==> config.mk <==
export PLATFORM = sky130hd
export DESIGN_NAME = shift_seq_ctrl
export DESIGN_NICKNAME = d
export VERILOG_FILES = /design/src/rtl/shift_seq_ctrl.sv
export SDC_FILE = /design/constraint.sdc
export NUM_CORES = 1
export LEC_CHECK = 0
export CAP_MARGIN = 20
export CORE_MARGIN = 2
export CORE_UTILIZATION = 53
export DETAILED_ROUTE_END_ITERATION = 16
export PLACE_DENSITY = 0.86
export SLEW_MARGIN = 25
export SYNTH_ARGS = -nofsm -noshare
export SYNTH_HDL_FRONTEND = slang
export SYNTH_SLANG_ARGS = --single-unit
==> constraint.sdc <==
create_clock -name clk -period 5.7 [get_ports clk]
set_input_delay 1.14 -clock clk [delete_from_list [all_inputs] [get_ports clk]]
set_output_delay 1.14 -clock clk [all_outputs]
set_load 0.01 [all_outputs]
==> src/rtl/shift_seq_ctrl.sv <==
// Accept-compute-shift-deliver sequencer: captures an operand, asks an external
// datapath for a shift amount, right-shifts by up to STEP bits per cycle, then hands off.
module shift_seq_ctrl #(
    parameter int STEP = 4
) (
    input  logic        clk,
    input  logic        reset_n,
    input  logic        istream_val,
    output logic        istream_rdy,
    input  logic [31:0] istream_msg,
    output logic [31:0] calc_msg,
    input  logic [5:0]  calc_max,
    output logic        ostream_val,
    input  logic        ostream_rdy,
    output logic [31:0] ostream_msg,
    output logic [5:0]  ostream_shamt,
    output logic        busy
);

    // remain_reg never exceeds 31, so a larger STEP behaves exactly like 31.
    localparam logic [5:0] STEP_CAP = (STEP > 31) ? 6'd31 : 6'(STEP);

    typedef enum logic [1:0] {
        IDLE,
        CALC,
        SHIFT,
        DONE
    } state_t;

    state_t      state_reg, state_next;
    logic [31:0] data_reg, data_next;
    logic [31:0] work_reg, work_next;
    logic [5:0]  shamt_reg, shamt_next;
    logic [5:0]  remain_reg, remain_next;
    logic [5:0]  clamp_amt;
    logic [5:0]  step_amt;

    assign clamp_amt = calc_max[5] ? 6'd31 : calc_max;
    assign step_amt  = (remain_reg < STEP_CAP) ? remain_reg : STEP_CAP;

    always_ff @(posedge clk or negedge reset_n) begin
        if (!reset_n) begin
            state_reg  <= IDLE;
            data_reg   <= 32'd0;
            work_reg   <= 32'd0;
            shamt_reg  <= 6'd0;
            remain_reg <= 6'd0;
        end else begin
            state_reg  <= state_next;
            data_reg   <= data_next;
            work_reg   <= work_next;
            shamt_reg  <= shamt_next;
            remain_reg <= remain_next;
        end
    end

    always_comb begin
        state_next  = state_reg;
        data_next   = data_reg;
        work_next   = work_reg;
        shamt_next  = shamt_reg;
        remain_next = remain_reg;
        istream_rdy = 1'b0;
        ostream_val = 1'b0;
        busy        = 1'b1;

        case (state_reg)
            IDLE: begin
                istream_rdy = 1'b1;
                busy        = 1'b0;
                if (istream_val) begin
                    // Shifting works on a private copy so calc_msg stays put.
                    data_next  = istream_msg;
                    work_next  = istream_msg;
                    state_next = CALC;
                end
            end
            CALC: begin
                shamt_next  = clamp_amt;
                remain_next = clamp_amt;
                state_next  = (clamp_amt == 6'd0) ? DONE : SHIFT;
            end
            SHIFT: begin
                work_next   = work_reg >> step_amt;
                remain_next = remain_reg - step_amt;
                if (remain_reg == step_amt) begin
                    state_next = DONE;
                end
            end
            DONE: begin
                ostream_val = 1'b1;
                if (ostream_rdy) begin
                    state_next = IDLE;
                end
            end
            default: begin
                state_next = IDLE;
            end
        endcase
    end

    assign calc_msg      = data_reg;
    assign ostream_msg   = work_reg;
    assign ostream_shamt = shamt_reg;

endmodule

==> summary.txt, run 1 <==
status: completed
Fin Setup TNS: 0 ns
ys flop type: dfrtp_1
antenna diode count: 0
# resized after CTS: 0
CP Capture Type: output pin
Layout area overhead: 28.6%
Core ar.: 8180 sq um
Die Wd: 95.7 um
CTS clk-pin slew, worst paths: 0.07 ns
final wirelength: 12000 um
DRT antenna net count: 0
synthesized cell area: 4460 sq um
Vias/cell: 6.12
DIE AREA: 9160 sq um
Hold WS: 0.498 ns
sequential area share after synthesis: 43.2%
CP Buf/Inv Count: 2
Worst Path Max Fanout: 11
Avg WL per Cell: 18.5 um
slack of the critical path: 2.59 ns
total CTS buffers: 9
Initial Utilization: 54.5%
Clk Latency, worst-skew pair: 0.36 ns
Slew headroom: 44.1%
EDFF count, synth: 0
slowest CP cell: clkdlybuf4s50_1
Total Nets Final: 585
GPL Wtd Cong: 0.865
Syn Inst Count: 443
CTS root buffer: clkbuf_8
layout cells sized above 1: 15.8%
Setup crit start kind: flop
worst path required time: 4.56 ns
Placed Instances: 632
worst reg2reg path endpoint: remain_reg[4]$_DFFE_PN0P_
Total GRT Usage: 27.4%
Syn Area/Cell: 10.1 sq um
WS Path Type: flop to output pin
Synth cell types: 58
TritonCTS clock tree: yes
Sink Count: 77
total grt overflow: 0
antenna violations before repair: 0
unrepaired setup endpoints after global routing: no
WHS Endpoint: calc_msg[31]$_DFFE_PN0P_
MaxCap Viol Count: 0
setup slack, reg-to-reg: 2.94 ns
syn nets: 490
detailed-route via count: 3964
boundary pin count: 115
cell family with most CP delay: buffers and inverters
cell row count: 33
chip height: 95.7 um
Peak Freq: 321 MHz
R2R Path Start: state_reg[0]$_DFFE_PN0P_
power per cell area: 634 nW/um^2
post-layout min period: 3.11 ns
worst slew pin tran: 0.833 ns
hold_buf cts: 0
H-tree Lvls: 3
fin cells: 648
Hold Path Cell Cnt: 2
final core occ: 70.1%
DR pass1 iterations: 5
First DRT Iteration DRCs: 350
setup bufs post-CTS: 0
setup violators final: 0
DRC viols: 0
largest net degree at the start of global routing: 78
max-slew violation count: 0
Peak VDD IR: 0.384 mV
final period utilization: 54.6%
Synth async-reset ratio: 100%
worst-case reg-to-reg path depth: 7
# port buffers: 113
CP cell instances: inv_1, ha_1, clkdlybuf4s50_1
clk_skew: 0.00982 ns
first-pass GRT wire length: 19400 um
vias in the first global route: 3915
worst endpoint data arrival time: 1.97 ns
Hold Path Class: flop to flop
# fillers: 640
Worst path depth: 3
dpl hpwl: 8050 um
HP Start: calc_msg[31]$_DFFE_PN0P_
Setup WS pre-CTS: 2.42 ns
flops & latches, synth: 77
Synth warnings: 0
Max clock buf depth: 2
final hold violation count: 0
Worst path max stage delay: 0.64 ns
Lkg Pwr: 2.35 nW
cell families after synthesis:
logic type	after synthesis	synth area share, %
AO/OA/AOI/OAI	123	17.6
other	2	0.169
flip-flops	77	43.2
multiplexers	61	16.8
AND/OR/NAND/NOR	128	14.4
adder cells (fa/ha/maj)	5	1.40
buffers and inverters	47	6.37
cell usage in the layout (no fill, tap or decap), types with 10 or more instances in the layout:
cell type | synthesis | layout
a21oi_1 | 43 | 43
and3_2 | 12 | 12
clkdlybuf4s50_1 | 0 | 112
dfrtp_1 | 77 | 77
inv_1 | 11 | 11
mux2_2 | 37 | 37
mux2i_1 | 16 | 16
nand2_1 | 38 | 38
nand3_1 | 10 | 10
nor2_1 | 39 | 39
o21ai_0 | 21 | 21
o22ai_1 | 12 | 12
layer usage:
metal	up-vias	track usage [%]	wire length [um]
li1	1818	-	-
met1	1922	36.3	5020
met2	196	44.1	5820
met3	28	5.14	908
met4	0	11.4	267
met5	-	0	0
cells in the mapped netlist (7+ instances only):
cell type | instances | area share [%]
dfrtp_1 | 77 | 43
a31oi_1 | 9 | 1.3
a21oi_1 | 43 | 4.8
and3_2 | 12 | 2.0
mux2i_1 | 16 | 3.6
a221oi_1 | 7 | 1.4
o22ai_1 | 12 | 1.7
clkbuf_1 | 17 | 1.4
nor2_1 | 39 | 3.3
inv_1 | 11 | 0.93
nand2_1 | 38 | 3.2
o21ai_0 | 21 | 2.4
mux4_2 | 7 | 3.5
nand3_1 | 10 | 1.1
mux2_2 | 37 | 9.4
how the worst max path moves through the flow:
stage	from	endpoint	slack, ns
2_1_floorplan	remain_reg[1]$_DFFE_PN0P_	remain_reg[4]$_DFFE_PN0P_	3.20
3_3_place_gp	istream_val	ostream_msg[1]$_DFFE_PN0P_	2.49
3_5_place_dp	istream_val	ostream_msg[0]$_DFFE_PN0P_	2.42
4_1_cts	state_reg[0]$_DFFE_PN0P_	istream_rdy	2.59
5_1_grt	state_reg[0]$_DFFE_PN0P_	istream_rdy	2.52
6_report	state_reg[0]$_DFFE_PN0P_	istream_rdy	2.59
report_power, final:
part / switching (mW) / internal, mW
registers: 0.289 / 0.821
logic: 1.01 / 1.07
clock network: 0.201 / 0.245
total: 1.50 / 2.13
worst register-to-register path, stage by stage (launching register included):
cell,delay (ns)
dfrtp_1,0.44
inv_1,0.11
ha_1,0.14
buf_4,0.33
clkinv_1,0.76
nand2_1,0.32
o22ai_1,0.10
or3b_2,0.44
cell type report:
cell class | instances | area, sq um | share of cell area (%)
Clock buffer | 11 | 131 | 2.29
Clock inverter | 5 | 75.1 | 1.31
Inverter | 12 | 45.0 | 0.786
Multi-Input combinational cell | 319 | 2240 | 39.2
Sequential cell | 77 | 1930 | 33.6
Tap cell | 105 | 131 | 2.29
Timing Repair Buffer | 119 | 1180 | 20.5
per-stage QoR:
stage / power [mW] / area (sq um)
final: 3.63 / 5730
after global routing: 3.88 / 5730
after CTS: 3.63 / 5730
after detailed placement: 3.17 / 5520
after global placement: 3.09 / 5520
after floorplan: 2.40 / 4460
Power figures use the tool's default switching activity.
==> run 2, diff against run 1 <==
--- a/config.mk
+++ b/config.mk
@@ -7,9 +7,9 @@
 export LEC_CHECK = 0
 export CAP_MARGIN = 20
 export CORE_MARGIN = 2
-export CORE_UTILIZATION = 53
+export CORE_UTILIZATION = 50
 export DETAILED_ROUTE_END_ITERATION = 16
-export PLACE_DENSITY = 0.86
+export PLACE_DENSITY = 0.82
 export SLEW_MARGIN = 25
 export SYNTH_ARGS = -nofsm -noshare
 export SYNTH_HDL_FRONTEND = slang
==> constraint.sdc (replaced) <==
create_clock -name clk -period 2.9 [get_ports clk]
set_input_delay 0.58 -clock clk [delete_from_list [all_inputs] [get_ports clk]]
set_output_delay 0.58 -clock clk [all_outputs]
set_load 0.01 [all_outputs]
==> run 2 against run 1 <==
Effect of this change:
- sequential cell count is the same
- via count fell by 0.63%
- global-route usage fell by 1.0 points
==> summary.txt, run 2 (same netlist as run 1, synthesis figures left out) <==
CP Buf/Inv Count: 2 (unchanged)
cell family with most CP delay: buffers and inverters
worst slew pin tran: 0.718 ns (-0.115 ns)
post-route cell area: 5740 sq um (+0.13%)
status: completed
DRT antenna net count: 0 (unchanged)
CTS root buffer: clkbuf_8
CP cell instances: inv_1, ha_1, clkdlybuf4s50_1
Setup crit start kind: flop
worst endpoint data arrival time: 1.94 ns (-0.03 ns)
first-pass GRT wire length: 20500 um (+5.8%)
DIE AREA: 9680 sq um (+5.8%)
Hold WS: 0.254 ns (-0.244 ns)
most frequent cells in the layout: 112 x clkdlybuf4s50_1, 77 x dfrtp_1, 43 x a21oi_1, 39 x nor2_1, 38 x nand2_1
cell row count: 34 (+3.0%)
setup slack, reg-to-reg: 0.46 ns (-2.48 ns)
post-layout min period: 2.52 ns
H-tree Lvls: 3 (unchanged)
Worst Path Max Fanout: 11 (unchanged)
chip height: 98.4 um (+2.8%)
slowest CP cell: clkdlybuf4s50_1
Fin Setup TNS: 0 ns (unchanged)
boundary pin count: 115 (unchanged)
Max clock buf depth: 2 (unchanged)
most common cell after layout, fill and taps aside: clkdlybuf4s50_1
total CTS buffers: 9 (unchanged)
GPL Wtd Cong: 0.877 (+1.4%)
TritonCTS clock tree: yes
Placed Instances: 641 (+1.4%)
Cell Area, Placed: 5570 sq um (+0.88%)
worst-case reg-to-reg path depth: 5 (-2)
Total Nets Final: 591 (+1.0%)
total grt overflow: 0 (unchanged)
WS Path Type: flop to output pin
antenna violations before repair: 0 (unchanged)
MaxCap Viol Count: 0 (unchanged)
# resized after CTS: 0 (unchanged)
max-slew violation count: 0 (unchanged)
Slew headroom: 52.1% (+8.0 points)
final period utilization: 87.0%
DRC viols: 0 (unchanged)
setup violators final: 0 (unchanged)
Peak VDD IR: 0.638 mV (+66%)
DR pass1 iterations: 5 (unchanged)
fin cells: 655 (+1.1%)
Clk Latency, worst-skew pair: 0.35 ns (about the same)
First DRT Iteration DRCs: 278 (-21%)
hold_buf cts: 0 (unchanged)
final wirelength: 12400 um (+2.9%)
Worst path depth: 3 (unchanged)
antenna diode count: 0 (unchanged)
CTS clk-pin slew, worst paths: 0.07 ns (about the same)
detailed-route via count: 3939 (-0.63%)
Total GRT Usage: 26.4% (-1.0 points)
Sink Count: 77 (unchanged)
final hold violation count: 0 (unchanged)
layout cells sized above 1: 16.6% (+0.80 points)
# port buffers: 113 (unchanged)
Peak Freq: 397 MHz
Lkg Pwr: 2.35 nW (+0.38%)
largest net degree at the start of global routing: 78 (unchanged)
dpl hpwl: 8510 um (+5.8%)
Layout area overhead: 28.8%
Hold Path Class: input pin to async pin
clk_skew: 0.00885 ns (-0.000971 ns)
Die Wd: 98.4 um (+2.8%)
power per cell area: 1230 nW/um^2 (+94%)
Worst path max stage delay: 0.63 ns (about the same)
unrepaired setup endpoints after global routing: no
setup bufs post-CTS: 0 (unchanged)
worst path required time: 2.32 ns (-2.24 ns)
vias in the first global route: 3876 (-1.0%)
Initial Utilization: 51.3% (-3.2 points)
CP Capture Type: output pin
Core ar.: 8680 sq um (+6.2%)
Avg WL per Cell: 18.9 um (+1.8%)
Vias/cell: 6.01 (-1.7%)
-- run 2: changes by cell type in the layout (fill, tap and decap cells not counted), sizes merged --
cell / before / now
clkbuf: 11 / 12
buf: 7 / 13
bufinv: 2 / 0
clkinv: 4 / 3
-- run 2: final cells by class --
type                            instances  area (sq um)
Clock buffer                           12           155
Clock inverter                          2          10.0
Fill cell                             707          2940
Inverter                               12          45.0
Multi-Input combinational cell        319          2240
Sequential cell                        77          1930
Tap cell                              108           135
Timing Repair Buffer                  125          1220
-- run 2: layer usage --
layer	wire (um)	part of all wire [%]	vias up	global-route usage (%)
met5	0	0	-	0
met4	176	1.4	0	8.32
met3	874	7.1	14	5.23
met2	5950	48	177	41.6
met1	5370	43	1912	36.9
li1	-	-	1836	-
-- run 2: worst reg2reg max path: stages, from the launching register on --
cell and delay [ns]:
dfrtp_1 0.45, inv_1 0.11, ha_1 0.46, or3b_4 0.48, o41a_1 0.48, mux2_4 0.35
-- run 2: power by group --
group          leakage (nW)  internal (mW)  switching (mW)
Clock                0.0881          0.346           0.383
Combinational          1.38           2.14            2.01
Sequential            0.886           1.61           0.556
Total                  2.35           4.10            2.95
-- run 2: final timing paths --
path,startpoint,endpoint
max in group asynchronous,reset_n,calc_msg[26]$_DFFE_PN0P_
worst min-delay path,reset_n,ostream_msg[20]$_DFFE_PN0P_
worst max register to register,state_reg[0]$_DFFE_PN0P_,ostream_msg[1]$_DFFE_PN0P_
worst min register to register,calc_msg[16]$_DFFE_PN0P_,calc_msg[16]$_DFFE_PN0P_
min in group clk,calc_msg[16]$_DFFE_PN0P_,calc_msg[16]$_DFFE_PN0P_
worst max-delay path,state_reg[0]$_DFFE_PN0P_,istream_rdy
-- run 2: per-stage QoR --
step	total power [mW]	worst slack [ns]	util, %
floorplan	4.72	0.396	-
global placement	6.16	0.502	64.2
detailed placement	6.30	0.445	64.2
CTS	7.04	0.381	66.1
global route	7.57	0.308	66.1
finish	7.05	0.378	66.1
